`src/rtl/trace_capture_buffer.sv`:
```
// Trace capture buffer: records retired-instruction trace records into a
// first-word-fall-through FIFO while armed. It stops on a PC-match trigger
// and counts the records it drops while the FIFO is full.
module trace_capture_buffer #(
   parameter int DEPTH = 16,
   parameter int XLEN  = 32
) (
   input  logic                     clk,
   input  logic                     rst_n,
   input  logic                     trc_valid,
   input  logic [XLEN-1:0]          trc_pc,
   input  logic [XLEN-1:0]          trc_instr,
   input  logic [XLEN-1:0]          trc_alu,
   input  logic                     arm,
   input  logic                     flush,
   input  logic                     halt_en,
   input  logic [XLEN-1:0]          halt_pc,
   input  logic                     rd_ready,
   output logic                     rd_valid,
   output logic [XLEN-1:0]          rd_pc,
   output logic [XLEN-1:0]          rd_instr,
   output logic [XLEN-1:0]          rd_alu,
   output logic [$clog2(DEPTH):0]   count,
   output logic [15:0]              ovf_cnt,
   output logic [1:0]               state
);

   localparam int AW = $clog2(DEPTH);
   localparam int CW = AW + 1;

   typedef enum logic [1:0] {
      ST_IDLE    = 2'd0,
      ST_CAPTURE = 2'd1,
      ST_STOPPED = 2'd2
   } state_t;

   state_t          r_state;
   logic [AW-1:0]   r_wptr;
   logic [AW-1:0]   r_rptr;
   logic [CW-1:0]   r_count;
   logic [15:0]     r_ovf;

   logic [XLEN-1:0] r_mem_pc    [DEPTH];
   logic [XLEN-1:0] r_mem_instr [DEPTH];
   logic [XLEN-1:0] r_mem_alu   [DEPTH];

   logic w_push_req;
   logic w_pop;
   logic w_full;
   logic w_push;
   logic w_drop;
   logic w_trigger;

   // A full FIFO still accepts a push when the head is popped in the same cycle.
   assign w_push_req = (r_state == ST_CAPTURE) && trc_valid;
   assign w_pop      = (r_count != '0) && rd_ready;
   assign w_full     = (r_count == CW'(DEPTH));
   assign w_push     = w_push_req && (!w_full || w_pop);
   assign w_drop     = w_push_req && !w_push;
   assign w_trigger  = w_push_req && halt_en && (trc_pc == halt_pc);

   // Storage write. Flush resets the pointers, so a write that lands in the
   // same cycle as a flush is simply never read.
   always_ff @(posedge clk) begin
      if (w_push && !flush) begin
         r_mem_pc[r_wptr]    <= trc_pc;
         r_mem_instr[r_wptr] <= trc_instr;
         r_mem_alu[r_wptr]   <= trc_alu;
      end
   end

   // Control FSM, pointers, occupancy and overflow counter. Priority is
   // reset, then flush, then normal operation.
   always_ff @(posedge clk) begin
      if (!rst_n) begin
         r_state <= ST_IDLE;
         r_wptr  <= '0;
         r_rptr  <= '0;
         r_count <= '0;
         r_ovf   <= '0;
      end else if (flush) begin
         r_state <= ST_IDLE;
         r_wptr  <= '0;
         r_rptr  <= '0;
         r_count <= '0;
         r_ovf   <= '0;
      end else begin
         case (r_state)
            ST_IDLE:    if (arm)       r_state <= ST_CAPTURE;
            ST_CAPTURE: if (w_trigger) r_state <= ST_STOPPED;
            ST_STOPPED: if (arm)       r_state <= ST_CAPTURE;
            default:                   r_state <= ST_IDLE;
         endcase
         if (w_push) r_wptr <= r_wptr + AW'(1);
         if (w_pop)  r_rptr <= r_rptr + AW'(1);
         if (w_push && !w_pop)
            r_count <= r_count + CW'(1);
         else if (w_pop && !w_push)
            r_count <= r_count - CW'(1);
         if (w_drop && (r_ovf != 16'hFFFF))
            r_ovf <= r_ovf + 16'd1;
      end
   end

   // The head entry falls through combinationally. The fields read as zero
   // while empty, so stale storage is never visible after reset.
   assign rd_valid = (r_count != '0);
   assign rd_pc    = rd_valid ? r_mem_pc[r_rptr]    : '0;
   assign rd_instr = rd_valid ? r_mem_instr[r_rptr] : '0;
   assign rd_alu   = rd_valid ? r_mem_alu[r_rptr]   : '0;
   assign count    = r_count;
   assign ovf_cnt  = r_ovf;
   assign state    = r_state;

endmodule

```
`config.mk`:
```
export PLATFORM = sky130hd
export DESIGN_NAME = trace_capture_buffer
export DESIGN_NICKNAME = d
export VERILOG_FILES = /design/src/rtl/trace_capture_buffer.sv
export SDC_FILE = /design/constraint.sdc
export NUM_CORES = 1
export LEC_CHECK = 0
export CORE_ASPECT_RATIO = 0.7
export CORE_MARGIN = 2
export CORE_UTILIZATION = 55
export CTS_CLUSTER_DIAMETER = 200
export CTS_CLUSTER_SIZE = 25
export DETAILED_ROUTE_END_ITERATION = 8
export PLACE_DENSITY = 0.73
export SLEW_MARGIN = 0
export SYNTH_ARGS = -nofsm -noshare
export SYNTH_HDL_FRONTEND = slang
export SYNTH_SLANG_ARGS = --single-unit
```
`constraint.sdc`:
```
create_clock -name clk -period 9.9 [get_ports clk]
set_clock_uncertainty 0.15 [all_clocks]
set_input_delay 2.475 -clock clk [delete_from_list [all_inputs] [get_ports clk]]
set_output_delay 2.475 -clock clk [all_outputs]
set_load 0.005 [all_outputs]
```
==> key figures, run 1 <==
Status
  • Outcome: finished clean

Clock network
  • Post-CTS setup buffers: 0
  • CTS root buffer: clkbuf_16
  • CTS Buf Count: 72
  • Resize count post-CTS: 0
  • CTS tree: yes
  • Post-CTS Hold Fix Bufs: 0
  • H-tree Lvls: 3
  • Clock latency on the worst-skew pair: 0.68 ns
  • CTS max path bufs: 3
  • Clk slew on worst S/H paths: 0.10 ns
  • Sinks on the clock net: 1571

Die
  • IO Pins: 255
  • Die Area: 112000 µm²
  • Die width: 399 µm
  • Num rows: 101
  • Die Y: 281 µm
  • Core Box Area: 108000 µm²
  • Initial Util: 0.555

STA
  • Max Fclk: 0.147 GHz
  • Final Hold Vio Count: 0
  • Setup TNS: 0 ns
  • Worst setup margin: 3.10 ns
  • Setup violators final: 0
  • RSZ-0062 raised after global routing: no
  • Hold slack: 0.362 ns
  • Slew Limit Headroom: 0.170
  • Max-slew violations: 0
  • Tmin final: 6.80 ns
  • Final period util: 0.687
  • Slew @ Worst Pin: 1.25 ns

Synth
  • Distinct cells, synth: 39
  • Post-synth EDFFs: 1536
  • Post-synth ARST share: 0
  • Synth area leader: edfxtp_1
  • Syn_nets: 2633
  • Area contributors post-synth: edfxtp_1 77%, mux4_2 18%, dfxtp_1 1.2%, and2_1 1.0%, xor2_1 0.71%
  • Main synth FF type: edfxtp_1
  • Synth Warn #: 0
  • Number of synthesized register bits: 1571
  • Post-Syn Instances: 2487
  • Area share of the largest cell type after synthesis: 0.767
  • Post-Syn Area: 60200 µm²
  • Mapped Avg Cell Area: 24.2 µm²
  • Sequential area share after synthesis: 0.778

Pwr
  • Leakage: 19.4 nW
  • Max VDD drop: 0.129 mV
  • PwrDens: 170 nW/µm²

Place
  • Pre-CTS setup slack: 3.73 ns
  • Routability congestion estimate: 0.821
  • Detail Placement HPWL: 64600 µm
  • Port bufs: 254

Setup path
  • Critical path type: flip-flop to output pin
  • Worst R2R Start: count[0]$_SDFFE_PP0P_
  • CP required: 7.28 ns
  • Largest stage delay on the critical path: 0.83 ns
  • Crit path arrival time: 4.18 ns
  • Slowest cell on crit path: dfxtp_4
  • Worst-path maximum fanout: 109
  • Most common cell on crit path: mux4_2
  • Crit-path cells: buf_12 -> mux4_2 -> mux4_2 -> and2_1 -> clkdlybuf4s50_1
  • Setup crit start kind: flip-flop
  • CP Capture Type: output pin

Layout
  • Share of layout cells above drive strength 1: 0.229
  • Synthesis-to-layout area growth: 10.8%
  • Highest-count cells in the layout ignoring fill and taps: 1536 x edfxtp_1, 480 x mux4_2, 254 x clkdlybuf4s50_1
  • Nets: 2876
  • Most common cell after layout, fill and taps aside: edfxtp_1
  • Post-layout util: 0.615

Drt
  • Post-DR wirelength/cell: 30.9 µm
  • Drt via density: 6.39
  • Post-route ant nets: 0
  • DRT iter0 DRCs: 2933
  • Vias: 26800
  • Final WL: 130000 µm
  • Drt pass-1 iters: 5
  • DRC: 0

Global routing
  • Pin count of the biggest net entering global routing: 117
  • GRT Overall Usage: 0.235
  • First-pass GRT wire length: 190000 µm
  • Initial antenna violation count: 11
  • Vias in the first global route: 27900
  • Grt ovf: 0

Run
  • Max-cap violations: 0

Min path
  • HP Class: flip-flop to flip-flop
  • Hold path startpoint: r_rptr[3]$_SDFFE_PP0N_
Yosys cell counts (all sizes together), types with 10 or more instances:
master,number
nor4,10
nand2,13
nand3,10
buf,44
ha,10
nor2,47
and2,97
clkbuf,82
mux4,480
dfxtp,35
xor2,49
edfxtp,1536
cells by family after synthesis:
group,count (synthesis),synth area share
AOI/OAI and AO/OA,26,0.00289
xor gates and xnor gates,52,0.00757
adders and majority gates,11,0.00241
buffers and inverters,134,0.00925
DFF,1571,0.778
muxes,484,0.180
and+or+nand+nor,209,0.0194
per-stage QoR:
step	instance area (µm²)	power, W	std cells
detailed placement	64600	0.00814	4098
CTS	66600	0.0114	4192
floorplan	60200	0.00775	2487
global placement	64600	0.00812	4098
finish	66700	0.0113	4196
global route	66600	0.0117	4195
worst paths after layout:
path | end | slack (ns) | cells after the start
min | flip-flop | 0.36 | 2
max reg2reg | count[4]$_SDFFE_PP0P_ | 5.67 | 12
min reg2reg | flip-flop | 0.36 | 2
max | rd_alu[21] | 3.10 | 5
layer usage:
layer | GRT usage | vias to the layer above | part of all wire
li1 | - | 11000 | -
met1 | 0.343 | 14600 | 0.41
met2 | 0.383 | 1096 | 0.50
met3 | 0.0354 | 147 | 0.066
met4 | 0.0522 | 12 | 0.020
met5 | 0 | - | 0.00056
power by group:
part	internal [W]	switching [W]
registers	0.00729	0.00000936
logic	0.000338	0.000338
clock network	0.00144	0.00190
worst max-delay path, delay by kind of cell, from the launching register on:
family                 cells  cell delay, ns
buffers and inverters      2            1.12
flip-flops                 1            0.83
multiplexers               2            1.09
AND/OR/NAND/NOR            1            0.23
flip-flops by register name, indices dropped and copies added (netlist names), named ones only:
register     cells
ovf_cnt         16
r_mem_pc       512
r_rptr           4
r_mem_alu      512
r_wptr           4
r_mem_instr    512
state            2
count            5
area by class of cell:
cell class	instances	area, µm²
Sequential cell	1571	46800
Fill cell	7206	41800
Multi-Input combinational cell	782	12900
Timing Repair Buffer	295	3030
Clock buffer	91	1980
Tap cell	1442	1800
Clock inverter	3	47.5
Inverter	8	30.0
Antenna cell	4	10.0
Note: power is estimated with default switching activity, not from simulation.
==> run 2: changes to the inputs <==
--- a/config.mk
+++ b/config.mk
@@ -7,11 +7,11 @@
 export LEC_CHECK = 0
 export CORE_ASPECT_RATIO = 0.7
 export CORE_MARGIN = 2
-export CORE_UTILIZATION = 55
+export CORE_UTILIZATION = 54
 export CTS_CLUSTER_DIAMETER = 200
 export CTS_CLUSTER_SIZE = 25
 export DETAILED_ROUTE_END_ITERATION = 8
-export PLACE_DENSITY = 0.73
+export PLACE_DENSITY = 0.75
 export SLEW_MARGIN = 0
 export SYNTH_ARGS = -nofsm -noshare
 export SYNTH_HDL_FRONTEND = slang
==> constraint.sdc (replaced) <==
create_clock -name clk -period 5.7 [get_ports clk]
set_clock_uncertainty 0.15 [all_clocks]
set_input_delay 1.425 -clock clk [delete_from_list [all_inputs] [get_ports clk]]
set_output_delay 1.425 -clock clk [all_outputs]
set_load 0.005 [all_outputs]
==> run 2 against run 1 <==
Effect of this change: setup slack lost 2.6 ns; final cell count is 1.2% higher; routed wire length grew 3.6%; critical path depth is 1 higher; combinational power up 79%; sequential cell count unchanged; register-to-register slack lost 3.6 ns; hold slack lost 0.0028 ns.
==> key figures, run 2 (synthesis results as in run 1) <==
Layout
  • Nets: 2913 (was 2876)
  • Biggest registers after layout: r_mem_alu (512), r_mem_instr (512), r_mem_pc (512) (unchanged)
  • Most common cell after layout, fill and taps aside: edfxtp_1 (unchanged)
  • Synthesis-to-layout area growth: 11.9% (was 10.8%)
  • Post-layout util: 0.609 (was 0.615)
  • Filler cell count: 7394 (was 7206)
  • Share of layout cells above drive strength 1: 0.239 (was 0.229)
  • Fin cells: 4246 (was 4196)
  • Highest-count cells in the layout ignoring fill and taps: 1536 x edfxtp_1, 480 x mux4_2, 254 x clkdlybuf4s50_1 (unchanged)

Global routing
  • Vias in the first global route: 27800 (was 27900)
  • First-pass GRT wire length: 194000 µm (was 190000 µm)
  • Grt ovf: 0 (unchanged)
  • Initial antenna violation count: 12 (was 11)
  • GRT Overall Usage: 0.236 (was 0.235)
  • Pin count of the biggest net entering global routing: 97 (was 117)

Drt
  • Drt via density: 6.44 (was 6.39)
  • DRC: 0 (unchanged)
  • DRT iter0 DRCs: 3510 (was 2933)
  • Drt pass-1 iters: 6 (was 5)
  • Vias: 27300 (was 26800)
  • Post-route ant nets: 0 (unchanged)
  • Post-DR wirelength/cell: 31.6 µm (was 30.9 µm)
  • Final WL: 134000 µm (was 130000 µm)

Setup path
  • CP Capture Type: output pin (unchanged)
  • R2R depth: 11 (was 12)
  • Worst-path maximum fanout: 31 (was 109)
  • Largest stage delay on the critical path: 0.61 ns (was 0.83 ns)
  • Crit path arrival time: 3.65 ns (was 4.18 ns)
  • Critical path type: flip-flop to output pin (unchanged)
  • CP required: 4.12 ns (was 7.28 ns)
  • Slowest cell on crit path: dfxtp_4 (unchanged)
  • Crit-path cells: buf_12 -> buf_4 -> mux4_2 -> mux4_2 -> and2_1 -> clkdlybuf4s50_1 (was buf_12 -> mux4_2 -> mux4_2 -> and2_1 -> clkdlybuf4s50_1)
  • Most common cell on crit path: mux4_2 (unchanged)
  • Setup crit start kind: flip-flop (unchanged)

Clock network
  • Sinks on the clock net: 1571 (unchanged)
  • CTS tree: yes (unchanged)
  • CTS root buffer: clkbuf_16 (unchanged)
  • Clock latency on the worst-skew pair: 0.68 ns (about the same)
  • Post-CTS Hold Fix Bufs: 0 (unchanged)
  • CTS max path bufs: 3 (unchanged)
  • Post-CTS setup buffers: 0 (unchanged)
  • H-tree Lvls: 3 (unchanged)
  • Resize count post-CTS: 0 (unchanged)
  • CTS Buf Count: 72 (unchanged)
  • Clk slew on worst S/H paths: 0.09 ns (was 0.10 ns)

Die
  • Die width: 403 µm (was 399 µm)
  • Core Box Area: 111000 µm² (was 108000 µm²)
  • Die Y: 283 µm (was 281 µm)
  • Num rows: 102 (was 101)
  • Die Area: 114000 µm² (was 112000 µm²)
  • Initial Util: 0.544 (was 0.555)
  • IO Pins: 255 (unchanged)

STA
  • Max Fclk: 0.192 GHz
  • Final Hold Vio Count: 0 (unchanged)
  • Slew @ Worst Pin: 0.878 ns (was 1.25 ns)
  • Tmin final: 5.22 ns
  • Final period util: 0.916
  • Hold slack: 0.359 ns (was 0.362 ns)
  • Max-slew violations: 0 (unchanged)
  • Slew Limit Headroom: 0.415 (was 0.170)
  • RSZ-0062 raised after global routing: no (unchanged)
  • Setup violators final: 0 (unchanged)
  • Setup TNS: 0 ns (unchanged)

Pwr
  • Overall power: 0.0196 W (was 0.0113 W)
  • Max VDD drop: 0.233 mV (was 0.129 mV)
  • PwrDens: 291 nW/µm² (was 170 nW/µm²)
  • Leakage: 19.7 nW (was 19.4 nW)

Run
  • Max-cap violations: 0 (unchanged)

Min path
  • Hold path depth: 2 (unchanged)
  • HP Class: flip-flop to flip-flop (unchanged)

Status
  • Outcome: finished clean (unchanged)

Place
  • Routability congestion estimate: 0.808 (was 0.821)
  • Detail Placement HPWL: 70700 µm (was 64600 µm)
  • Port bufs: 254 (unchanged)
  • Dpl cells: 4149 (was 4098)
-- run 2: changes by cell type in the layout (fill, tap and decap cells not counted) --
cell,change
inv_6,+2
buf_12,+36
clkbuf_1,-1
diode_2,+2
buf_4,+1
clkbuf_16,-4
-- run 2: critical path, delay by kind of cell (launching register included) --
kind | cells | cell delay (ns)
AND/OR/NAND/NOR | 1 | 0.22
buffers and inverters | 3 | 1.13
flip-flops | 1 | 0.61
multiplexers | 2 | 0.99
-- run 2: power breakdown --
part	internal [W]	switching, W
clock network	0.00240	0.00330
logic	0.000604	0.000606
registers	0.0127	0.0000127
total	0.0157	0.00392
-- run 2: per-stage QoR --
step           instance area [µm²]  setup WS (ns)
4_1_cts                      67300          0.397
5_1_grt                      67300          0.313
2_1_floorplan                60200          -1.33
3_3_place_gp                 65400           1.16
3_5_place_dp                 65400           1.13
6_report                     67300          0.479
-- run 2: area by class of cell --
type	count	area, µm²	share of cell area
Multi-Input combinational cell	782	12900	0.192
Sequential cell	1571	46800	0.696
Clock buffer	86	1880	0.0279
Inverter	8	30.0	0.000446
Antenna cell	6	15.0	0.000223
Tap cell	1456	1820	0.0271
Timing Repair Buffer	332	3750	0.0558
Clock inverter	5	65.1	0.000967
-- run 2: final timing paths --
path | slack, ns | from | end
setup / recovery | 0.48 | flip-flop | rd_alu[20]
hold / removal | 0.36 | r_rptr[1]$_SDFFE_PP0N_ | flip-flop
setup reg to reg | 2.09 | count[0]$_SDFFE_PP0P_ | count[4]$_SDFFE_PP0P_
hold reg to reg | 0.36 | r_rptr[1]$_SDFFE_PP0N_ | flip-flop
-- run 2: routing by layer --
metal | global-route usage | share of wire
met5 | 0 | 0.00057
met4 | 0.0469 | 0.019
met3 | 0.0440 | 0.070
met1 | 0.331 | 0.40
met2 | 0.394 | 0.51
==> run 3: changes to the inputs <==
--- a/config.mk
+++ b/config.mk
@@ -7,11 +7,12 @@
 export LEC_CHECK = 0
 export CORE_ASPECT_RATIO = 0.7
 export CORE_MARGIN = 2
-export CORE_UTILIZATION = 54
-export CTS_CLUSTER_DIAMETER = 200
+export CORE_UTILIZATION = 55
+export CTS_CLUSTER_DIAMETER = 100
 export CTS_CLUSTER_SIZE = 25
 export DETAILED_ROUTE_END_ITERATION = 8
-export PLACE_DENSITY = 0.75
+export DONT_BUFFER_PORTS = 1
+export PLACE_DENSITY = 0.73
 export SLEW_MARGIN = 0
 export SYNTH_ARGS = -nofsm -noshare
 export SYNTH_HDL_FRONTEND = slang
==> run 3 against run 2 <==
Effect of this change: sequential cell count unchanged; sequential power about the same; final area down 4.0%; power down 2.1%; routed wire length shrank 3.6%; core utilization decreased by 1.3 points; final cell count down 6.7%; via count is 5.6% lower; largest cell class unchanged; critical path depth shrank 1.
==> key figures, run 3 (synthesis results as in run 1) <==
Status
  • Outcome: finished clean (unchanged)

Clock network
  • Clk slew on worst S/H paths: 0.10 ns (was 0.09 ns)
  • H-tree Lvls: 3 (unchanged)
  • CTS tree: yes (unchanged)
  • Post-CTS Hold Fix Bufs: 0 (unchanged)
  • Resize count post-CTS: 0 (unchanged)
  • CTS Buf Count: 72 (unchanged)
  • Post-CTS setup buffers: 0 (unchanged)
  • Clock latency on the worst-skew pair: 0.67 ns (was 0.68 ns)
  • CTS max path bufs: 3 (unchanged)
  • Sinks on the clock net: 1571 (unchanged)
  • CTS root buffer: clkbuf_16 (unchanged)

Global routing
  • Initial antenna violation count: 2 (was 12)
  • First-pass GRT wire length: 187000 µm (was 194000 µm)
  • Grt ovf: 0 (unchanged)
  • GRT Overall Usage: 0.234 (was 0.236)
  • Vias in the first global route: 26600 (was 27800)
  • Pin count of the biggest net entering global routing: 97 (unchanged)

STA
  • Setup violators final: 0 (unchanged)
  • RSZ-0062 raised after global routing: no (unchanged)
  • Worst setup margin: 0.733 ns (was 0.479 ns)
  • Max Fclk: 0.201 GHz (was 0.192 GHz)
  • Slew Limit Headroom: 0.218 (was 0.415)
  • Final Hold Vio Count: 0 (unchanged)
  • Setup TNS: 0 ns (unchanged)
  • Tmin final: 4.97 ns (was 5.22 ns)
  • Final period util: 0.871 (was 0.916)
  • Slew @ Worst Pin: 1.17 ns (was 0.878 ns)
  • Max-slew violations: 0 (unchanged)

Place
  • Routability congestion estimate: 0.906 (was 0.808)
  • Pre-CTS setup slack: 1.42 ns (was 1.13 ns)
  • Detail Placement HPWL: 65600 µm (was 70700 µm)
  • Post-Place Cell Area: 62600 µm² (was 65400 µm²)
  • Port bufs: 0 (was 254)

Drt
  • Drt via density: 6.51 (was 6.44)
  • DRC: 0 (unchanged)
  • Final WL: 129000 µm (was 134000 µm)
  • DRT iter0 DRCs: 2966 (was 3510)
  • Drt pass-1 iters: 5 (was 6)
  • Vias: 25800 (was 27300)
  • Post-route ant nets: 0 (unchanged)
  • Post-DR wirelength/cell: 32.6 µm (was 31.6 µm)

Setup path
  • Worst-path maximum fanout: 29 (was 31)
  • Setup crit start kind: flip-flop (unchanged)
  • Crit path arrival time: 3.39 ns (was 3.65 ns)
  • Worst R2R Start: count[0]$_SDFFE_PP0P_ (unchanged)
  • Critical path type: flip-flop to output pin (unchanged)
  • CP required: 4.12 ns (about the same)
  • CP Capture Type: output pin (unchanged)

Layout
  • Reg area: 46800 µm² (unchanged)
  • Share of layout cells above drive strength 1: 0.257 (was 0.239)
  • Fin area: 64600 µm² (was 67300 µm²)
  • Nets: 2642 (was 2913)
  • Filler cell count: 7291 (was 7394)
  • Most common cell after layout, fill and taps aside: edfxtp_1 (unchanged)
  • ANT cells: 0 (was 6)
  • Biggest registers after layout: r_mem_alu (512), r_mem_instr (512), r_mem_pc (512) (unchanged)
  • Synthesis-to-layout area growth: 7.36% (was 11.9%)
  • Area of the multi-input gates: 12900 µm² (unchanged)
  • Highest-count cells in the layout ignoring fill and taps: 1536 x edfxtp_1, 480 x mux4_2, 97 x and2_1 (was 1536 x edfxtp_1, 480 x mux4_2, 254 x clkdlybuf4s50_1)

Min path
  • Hold path startpoint: r_rptr[3]$_SDFFE_PP0N_ (was r_rptr[1]$_SDFFE_PP0N_)
  • HP Class: flip-flop to flip-flop (unchanged)

Pwr
  • PwrDens: 297 nW/µm² (was 291 nW/µm²)
  • Overall power: 0.0192 W (was 0.0196 W)
  • Max VDD drop: 0.260 mV (was 0.233 mV)
  • Leakage: 18.7 nW (was 19.7 nW)

Die
  • Num rows: 101 (was 102)
  • Die Y: 281 µm (was 283 µm)
  • Core Box Area: 108000 µm² (was 111000 µm²)
  • Initial Util: 0.555 (was 0.544)
  • Die Area: 112000 µm² (was 114000 µm²)
  • IO Pins: 255 (unchanged)
  • Die width: 399 µm (was 403 µm)

Run
  • Max-cap violations: 0 (unchanged)
-- run 3: metrics by stage --
| step | instances | hold slack, ns | utilization |
|---|---|---|---|
| 2_1_floorplan | 2487 | 0.309 | - |
| 3_3_place_gp | 3864 | 0.311 | 0.577 |
| 3_5_place_dp | 3864 | 0.330 | 0.577 |
| 4_1_cts | 3963 | 0.353 | 0.596 |
| 5_1_grt | 3963 | 0.390 | 0.596 |
| 6_report | 3963 | 0.368 | 0.596 |
-- run 3: final timing paths --
path | to | slack (ns) | cells past startpoint
worst max-delay path | rd_instr[11] | 0.73 | 5
worst min-delay path | flip-flop | 0.37 | 2
worst max register to register | count[4]$_SDFFE_PP0P_ | 1.96 | 11
worst min register to register | flip-flop | 0.37 | 2
-- run 3: layer usage --
layer | share of wire | vias to the layer above | global-route usage
met2 | 0.51 | 983 | 0.391
met5 | 0.000085 | - | 0
met4 | 0.015 | 2 | 0.0379
met3 | 0.071 | 132 | 0.0473
met1 | 0.41 | 14200 | 0.328
li1 | - | 10500 | -
-- run 3: final cells by class --
cell class,count,area share
clock buffers,95,0.0302
clock inverters,4,0.000872
inverters,8,0.000465
multi-input cells,782,0.200
flip-flops and latches,1571,0.725
well taps,1442,0.0279
repair buffers,61,0.0156
-- run 3: power breakdown --
| part | switching [W] | internal, W |
|---|---|---|
| clock network | 0.00331 | 0.00247 |
| logic | 0.000380 | 0.000338 |
| registers | 0.0000181 | 0.0127 |
-- run 3: critical path, stage by stage, from the launching register on --
cell	delay, ns
dfxtp_4	0.84
buf_12	0.29
buf_12	0.27
mux4_2	0.57
mux4_2	0.49
and2_1	0.19
